$ cat src/rtl/bist_misr_analyzer.sv
// Output response analyzer for the BIST loop: compacts circuit-under-test responses into a MISR
// while RUNNING, then grades the final signature and sample count against golden constants.
module bist_misr_analyzer #(
    parameter int unsigned       RESP_W  = 2,
    parameter int unsigned       SIG_W   = 16,
    parameter logic [SIG_W-1:0]  POLY    = SIG_W'('h1021),
    parameter logic [SIG_W-1:0]  SEED    = '0,
    parameter logic [SIG_W-1:0]  GOLDEN  = '0,
    parameter int unsigned       CNT_W   = 8,
    parameter logic [CNT_W-1:0]  EXP_CNT = CNT_W'(7)
) (
    input  logic              CLK,
    input  logic              RST,
    input  logic              INIT,
    input  logic              RUNNING,
    input  logic              FINISH,
    input  logic [RESP_W-1:0] resp_in,
    output logic [SIG_W-1:0]  signature,
    output logic [CNT_W-1:0]  comp_cnt,
    output logic              result_valid,
    output logic              pass_fail
);

    typedef enum logic [1:0] {
        StIdle,
        StCompact,
        StFlush,
        StDone
    } state_e;

    state_e            state_q, state_d;
    logic [SIG_W-1:0]  sig_q, sig_d;
    logic [CNT_W-1:0]  cnt_q, cnt_d;
    logic              valid_q, valid_d;
    logic              pass_q, pass_d;
    logic [RESP_W-1:0] resp_q;
    logic              run_q;

    logic [SIG_W-1:0]  sig_step;
    logic [CNT_W-1:0]  cnt_step;

    // One MISR shift with polynomial feedback, folding in the registered response.
    always_comb begin
        sig_step = {sig_q[SIG_W-2:0], 1'b0}
                 ^ (sig_q[SIG_W-1] ? POLY : '0)
                 ^ SIG_W'(resp_q);
        cnt_step = (cnt_q == '1) ? cnt_q : cnt_q + CNT_W'(1);
    end

    always_comb begin
        state_d = state_q;
        sig_d   = sig_q;
        cnt_d   = cnt_q;
        valid_d = valid_q;
        pass_d  = pass_q;

        unique case (state_q)
            StIdle: begin
            end
            StCompact: begin
                if (run_q) begin
                    sig_d = sig_step;
                    cnt_d = cnt_step;
                end
                if (FINISH) begin
                    state_d = StFlush;
                end
            end
            // Picks up the sample registered alongside FINISH.
            StFlush: begin
                if (run_q) begin
                    sig_d = sig_step;
                    cnt_d = cnt_step;
                end
                state_d = StDone;
            end
            StDone: begin
                valid_d = 1'b1;
                pass_d  = (sig_q == GOLDEN) && (cnt_q == EXP_CNT);
            end
        endcase

        // A new session overrides whatever the current state would do, FINISH included.
        if (INIT) begin
            state_d = StCompact;
            sig_d   = SEED;
            cnt_d   = '0;
            valid_d = 1'b0;
            pass_d  = 1'b0;
        end
    end

    always_ff @(posedge CLK) begin
        if (!RST) begin
            state_q <= StIdle;
            sig_q   <= SEED;
            cnt_q   <= '0;
            valid_q <= 1'b0;
            pass_q  <= 1'b0;
            resp_q  <= '0;
            run_q   <= 1'b0;
        end else begin
            state_q <= state_d;
            sig_q   <= sig_d;
            cnt_q   <= cnt_d;
            valid_q <= valid_d;
            pass_q  <= pass_d;
            resp_q  <= resp_in;
            run_q   <= RUNNING;
        end
    end

    assign signature    = sig_q;
    assign comp_cnt     = cnt_q;
    assign result_valid = valid_q;
    assign pass_fail    = pass_q;

endmodule

$ cat config.mk
export PLATFORM = sky130hd
export DESIGN_NAME = bist_misr_analyzer
export DESIGN_NICKNAME = d
export VERILOG_FILES = /design/src/rtl/bist_misr_analyzer.sv
export SDC_FILE = /design/constraint.sdc
export NUM_CORES = 1
export LEC_CHECK = 0
export ABC_AREA = 0
export CORE_MARGIN = 2
export CORE_UTILIZATION = 50
export CTS_BUF_LIST = sky130_fd_sc_hd__clkbuf_4 sky130_fd_sc_hd__clkbuf_8
export CTS_CLUSTER_SIZE = 25
export DETAILED_ROUTE_END_ITERATION = 7
export PLACE_DENSITY = 0.82
export SYNTH_ARGS = -nofsm -noshare
export SYNTH_HDL_FRONTEND = slang
export SYNTH_SLANG_ARGS = --single-unit
$ cat constraint.sdc
create_clock -name CLK -period 2.5 [get_ports CLK]
set_clock_uncertainty 0.05 [all_clocks]
set_input_delay 0.5 -clock CLK [delete_from_list [all_inputs] [get_ports CLK]]
set_output_delay 0.5 -clock CLK [all_outputs]
set_load 0.05 [all_outputs]
==> impl_metrics.env <==
export IMPL_critPathBufInv=1
export IMPL_diodes=0
export IMPL_overflow=0
export IMPL_synth_area_leader_cell="dfxtp_1"
export IMPL_clk_latency_ns=0.32
export IMPL_start_kind="register"
export IMPL_use_met2_pct=29.72
export IMPL_ys_ff_latch=31
export IMPL_crit_slowest_cell="clkdlybuf4s50_1"
export IMPL_synth_cells=167
export IMPL_synth_top_cells_by_area="dfxtp_1 (44%), nand2_1 (8.0%), buf_4 (6.4%)"
export IMPL_synth_fp_nets=178
export IMPL_grt_pass1_vias=1064
export IMPL_switching_power_mw=0.1994
export IMPL_drtPass1Iterations=6
export IMPL_final_max_slew_viol_count=0
export IMPL_max_slew_margin_rel_pct=66.12
export IMPL_hpwl_um=2059
export IMPL_grtUsageMet1_pct=21.09
export IMPL_fin_crit_sh_pct=88.10
export IMPL_rsz0062_at_grt="false"
export IMPL_outcome="complete, no violations"
export IMPL_fp_dieH_um=57.23
export IMPL_path_clk_slew_ns=0.09
export IMPL_cts_hold_buf=0
export IMPL_p_leak_nw=0.5656
export IMPL_postSynthAreaPerCell_um2=8.481
export IMPL_power_frac_clock_pct=33.3
export IMPL_cts_sinks=31
export IMPL_io_buffer_count=32
export IMPL_busiest_layer="met2"
export IMPL_grt_pass1_wl_um=4581
export IMPL_vias=1185
export IMPL_crit_required_ns=1.95
export IMPL_synth_edf_count=0
export IMPL_hold_viol=0
export IMPL_pin_count=33
export IMPL_synth_top_area_share_pct=43.82
export IMPL_power_density_nw_per_um2=500.5
export IMPL_ant_nets=0
export IMPL_final_nets=199
export IMPL_crit_path_end_kind="primary output"
export IMPL_area_delta_synth_final_pct=21.20
export IMPL_setup_viol=0
export IMPL_internal_power_mw=0.6598
export IMPL_hp_class="reg2reg"
export IMPL_clockBufferDepth=2
export IMPL_grt_max_degree=21
export IMPL_drv_cap=0
export IMPL_netlist_area_um2=1416
export IMPL_core_area_um2=2734
export IMPL_drt_iter0_drc=29
export IMPL_cts_resized=0
export IMPL_crit_fanout=8
export IMPL_cts_htree_levels=2
export IMPL_drive_above_1_share_pct=6.383
export IMPL_synth_most_common_cell="dfxtp_1"
export IMPL_antenna_found_initial=0
export IMPL_cts_tree="built"
export IMPL_gp_congestion=0.7837
export IMPL_synth_cell_types=35
export IMPL_grtUsageTotal_pct=18.10
export IMPL_fillers=235
export IMPL_cts_buffers=5
export IMPL_synth_commonest_cells="dfxtp_1 (31), nand2_1 (30), a21oi_1 (17)"
export IMPL_crit_chain="clkdlybuf4s50_1"
export IMPL_pwr_share_comb_pct=7.7
export IMPL_synthFlopType="dfxtp_1"
export IMPL_rows=19
export IMPL_routed_via_density=5.411
export IMPL_yosysSeqAreaShare_pct=43.82
export IMPL_timing_worst_setup_path_type="reg2out"
export IMPL_synthArstFlopShare_pct=0
export IMPL_switching_share_pct=23.21
export IMPL_finalWorstPathRequiredPeriod_ns=2.203
export IMPL_grt_use_met3_pct=7.937
export IMPL_crit_family="buffers and inverters"
export IMPL_worstMarginPinSlew_ns=0.5066
export IMPL_ys_warn_count=0
export IMPL_fp_dieW_um=57.23
export IMPL_clockRootBuffer="clkbuf_4"
export IMPL_seq_power_share_pct=59.0
export IMPL_routedWlPerCell_um=12.62
export IMPL_max_freq_mhz=454.0
export IMPL_cp_arrival_ns=1.65
export IMPL_ir_worst_vdd_v=0.0005698
export IMPL_fin_area_um2=1717
export IMPL_wirelength_um=2764
export IMPL_placed_area_um2=1660
export IMPL_fin_setup_tns_ns=0
export IMPL_post_cts_buffers=0
export IMPL_dieArea_um2=3275
export IMPL_drcViolationCount=0
export IMPL_max_stage_delay_ns=0.86
export IMPL_initial_core_util_pct=51.81
## worst paths after layout
check                                                from                         to  slack (ns)  cells past startpoint
worst max-delay path             comp_cnt[4]$_SDFFE_PP0P_                comp_cnt[4]        0.30                      1
worst min-delay path            signature[3]$_SDFFE_PP0P_  signature[4]$_SDFFE_PP0P_        0.43                      2
worst max register to register    state_q[0]$_SDFFE_PN0P_   comp_cnt[3]$_SDFFE_PP0P_        0.64                      6
worst min register to register  signature[3]$_SDFFE_PP0P_  signature[4]$_SDFFE_PP0P_        0.43                      2
## power by group through the flow
stage	registers [mW]	clock network (mW)	logic, mW
floorplan	0.521	0	0.0451
global placement	0.518	0	0.0650
detailed placement	0.519	0	0.0665
CTS	0.507	0.295	0.0667
global route	0.508	0.323	0.0729
finish	0.507	0.286	0.0665
## stage by stage
| step | power [mW] | cells | hold slack [ns] | util (%) | worst slack [ns] |
|---|---|---|---|---|---|
| finish | 0.8593 | 219 | 0.4310 | 62.79 | 0.2974 |
| global route | 0.9038 | 219 | 0.4597 | 62.79 | 0.2270 |
| CTS | 0.8691 | 219 | 0.4259 | 62.79 | 0.2853 |
| detailed placement | 0.5850 | 212 | 0.4246 | 60.73 | 0.6057 |
| global placement | 0.5831 | 212 | 0.4157 | 60.73 | 0.6520 |
| floorplan | 0.5656 | 167 | 0.4082 | - | 0.7145 |
## cell usage in the layout (no fill, tap or decap), types with 3 or more instances in the layout
| master | n |
|---|---|
| and2_1 | 3 |
| clkbuf_4 | 5 |
| nor2_1 | 13 |
| nand2b_1 | 4 |
| nor4_1 | 4 |
| mux2i_1 | 4 |
| inv_1 | 5 |
| nand2_1 | 30 |
| nor3_1 | 3 |
| dfxtp_1 | 31 |
| clkdlybuf4s50_1 | 32 |
| ha_1 | 4 |
| a21oi_1 | 17 |
| a211oi_1 | 5 |
| xnor2_1 | 4 |
## flip-flops by register name (all words and copies together), names as in the netlist
name / flops
comp_cnt: 8
signature: 16
pass_fail: 1
run_q: 1
state_q: 2
resp_q: 2
result_valid: 1
## cell type report
class | count | area [um^2] | share of cell area (%)
multi-input combinational | 110 | 643.1 | 37.46
sequential | 31 | 620.6 | 36.15
timing repair buffer | 34 | 335.3 | 19.53
clock buffer | 6 | 51.30 | 2.988
tap | 31 | 38.79 | 2.259
inverter | 6 | 22.52 | 1.312
clock inverter | 1 | 5.005 | 0.2915
## routing by layer
layer  share of wire, %  routed length [um]  up-vias
met5                  0                   0        -
met4               0.72                  20        0
met3                8.4                 231        6
met2                 50                1384       57
met1                 41                1128      526
li1                   -                   -      596
## cells by family (layout without fill, tap and decap cells)
group	after synthesis	after routing	synth area share, %
flip-flops	31	31	43.82
XOR/XNOR	5	5	3.092
buffers and inverters	26	47	10.78
AO/OA/AOI/OAI	30	30	12.37
multiplexers	4	4	2.827
adder cells (fa/ha/maj)	4	4	3.534
AND/OR/NAND/NOR	67	67	23.59
Note: power is estimated with default switching activity, not from simulation.
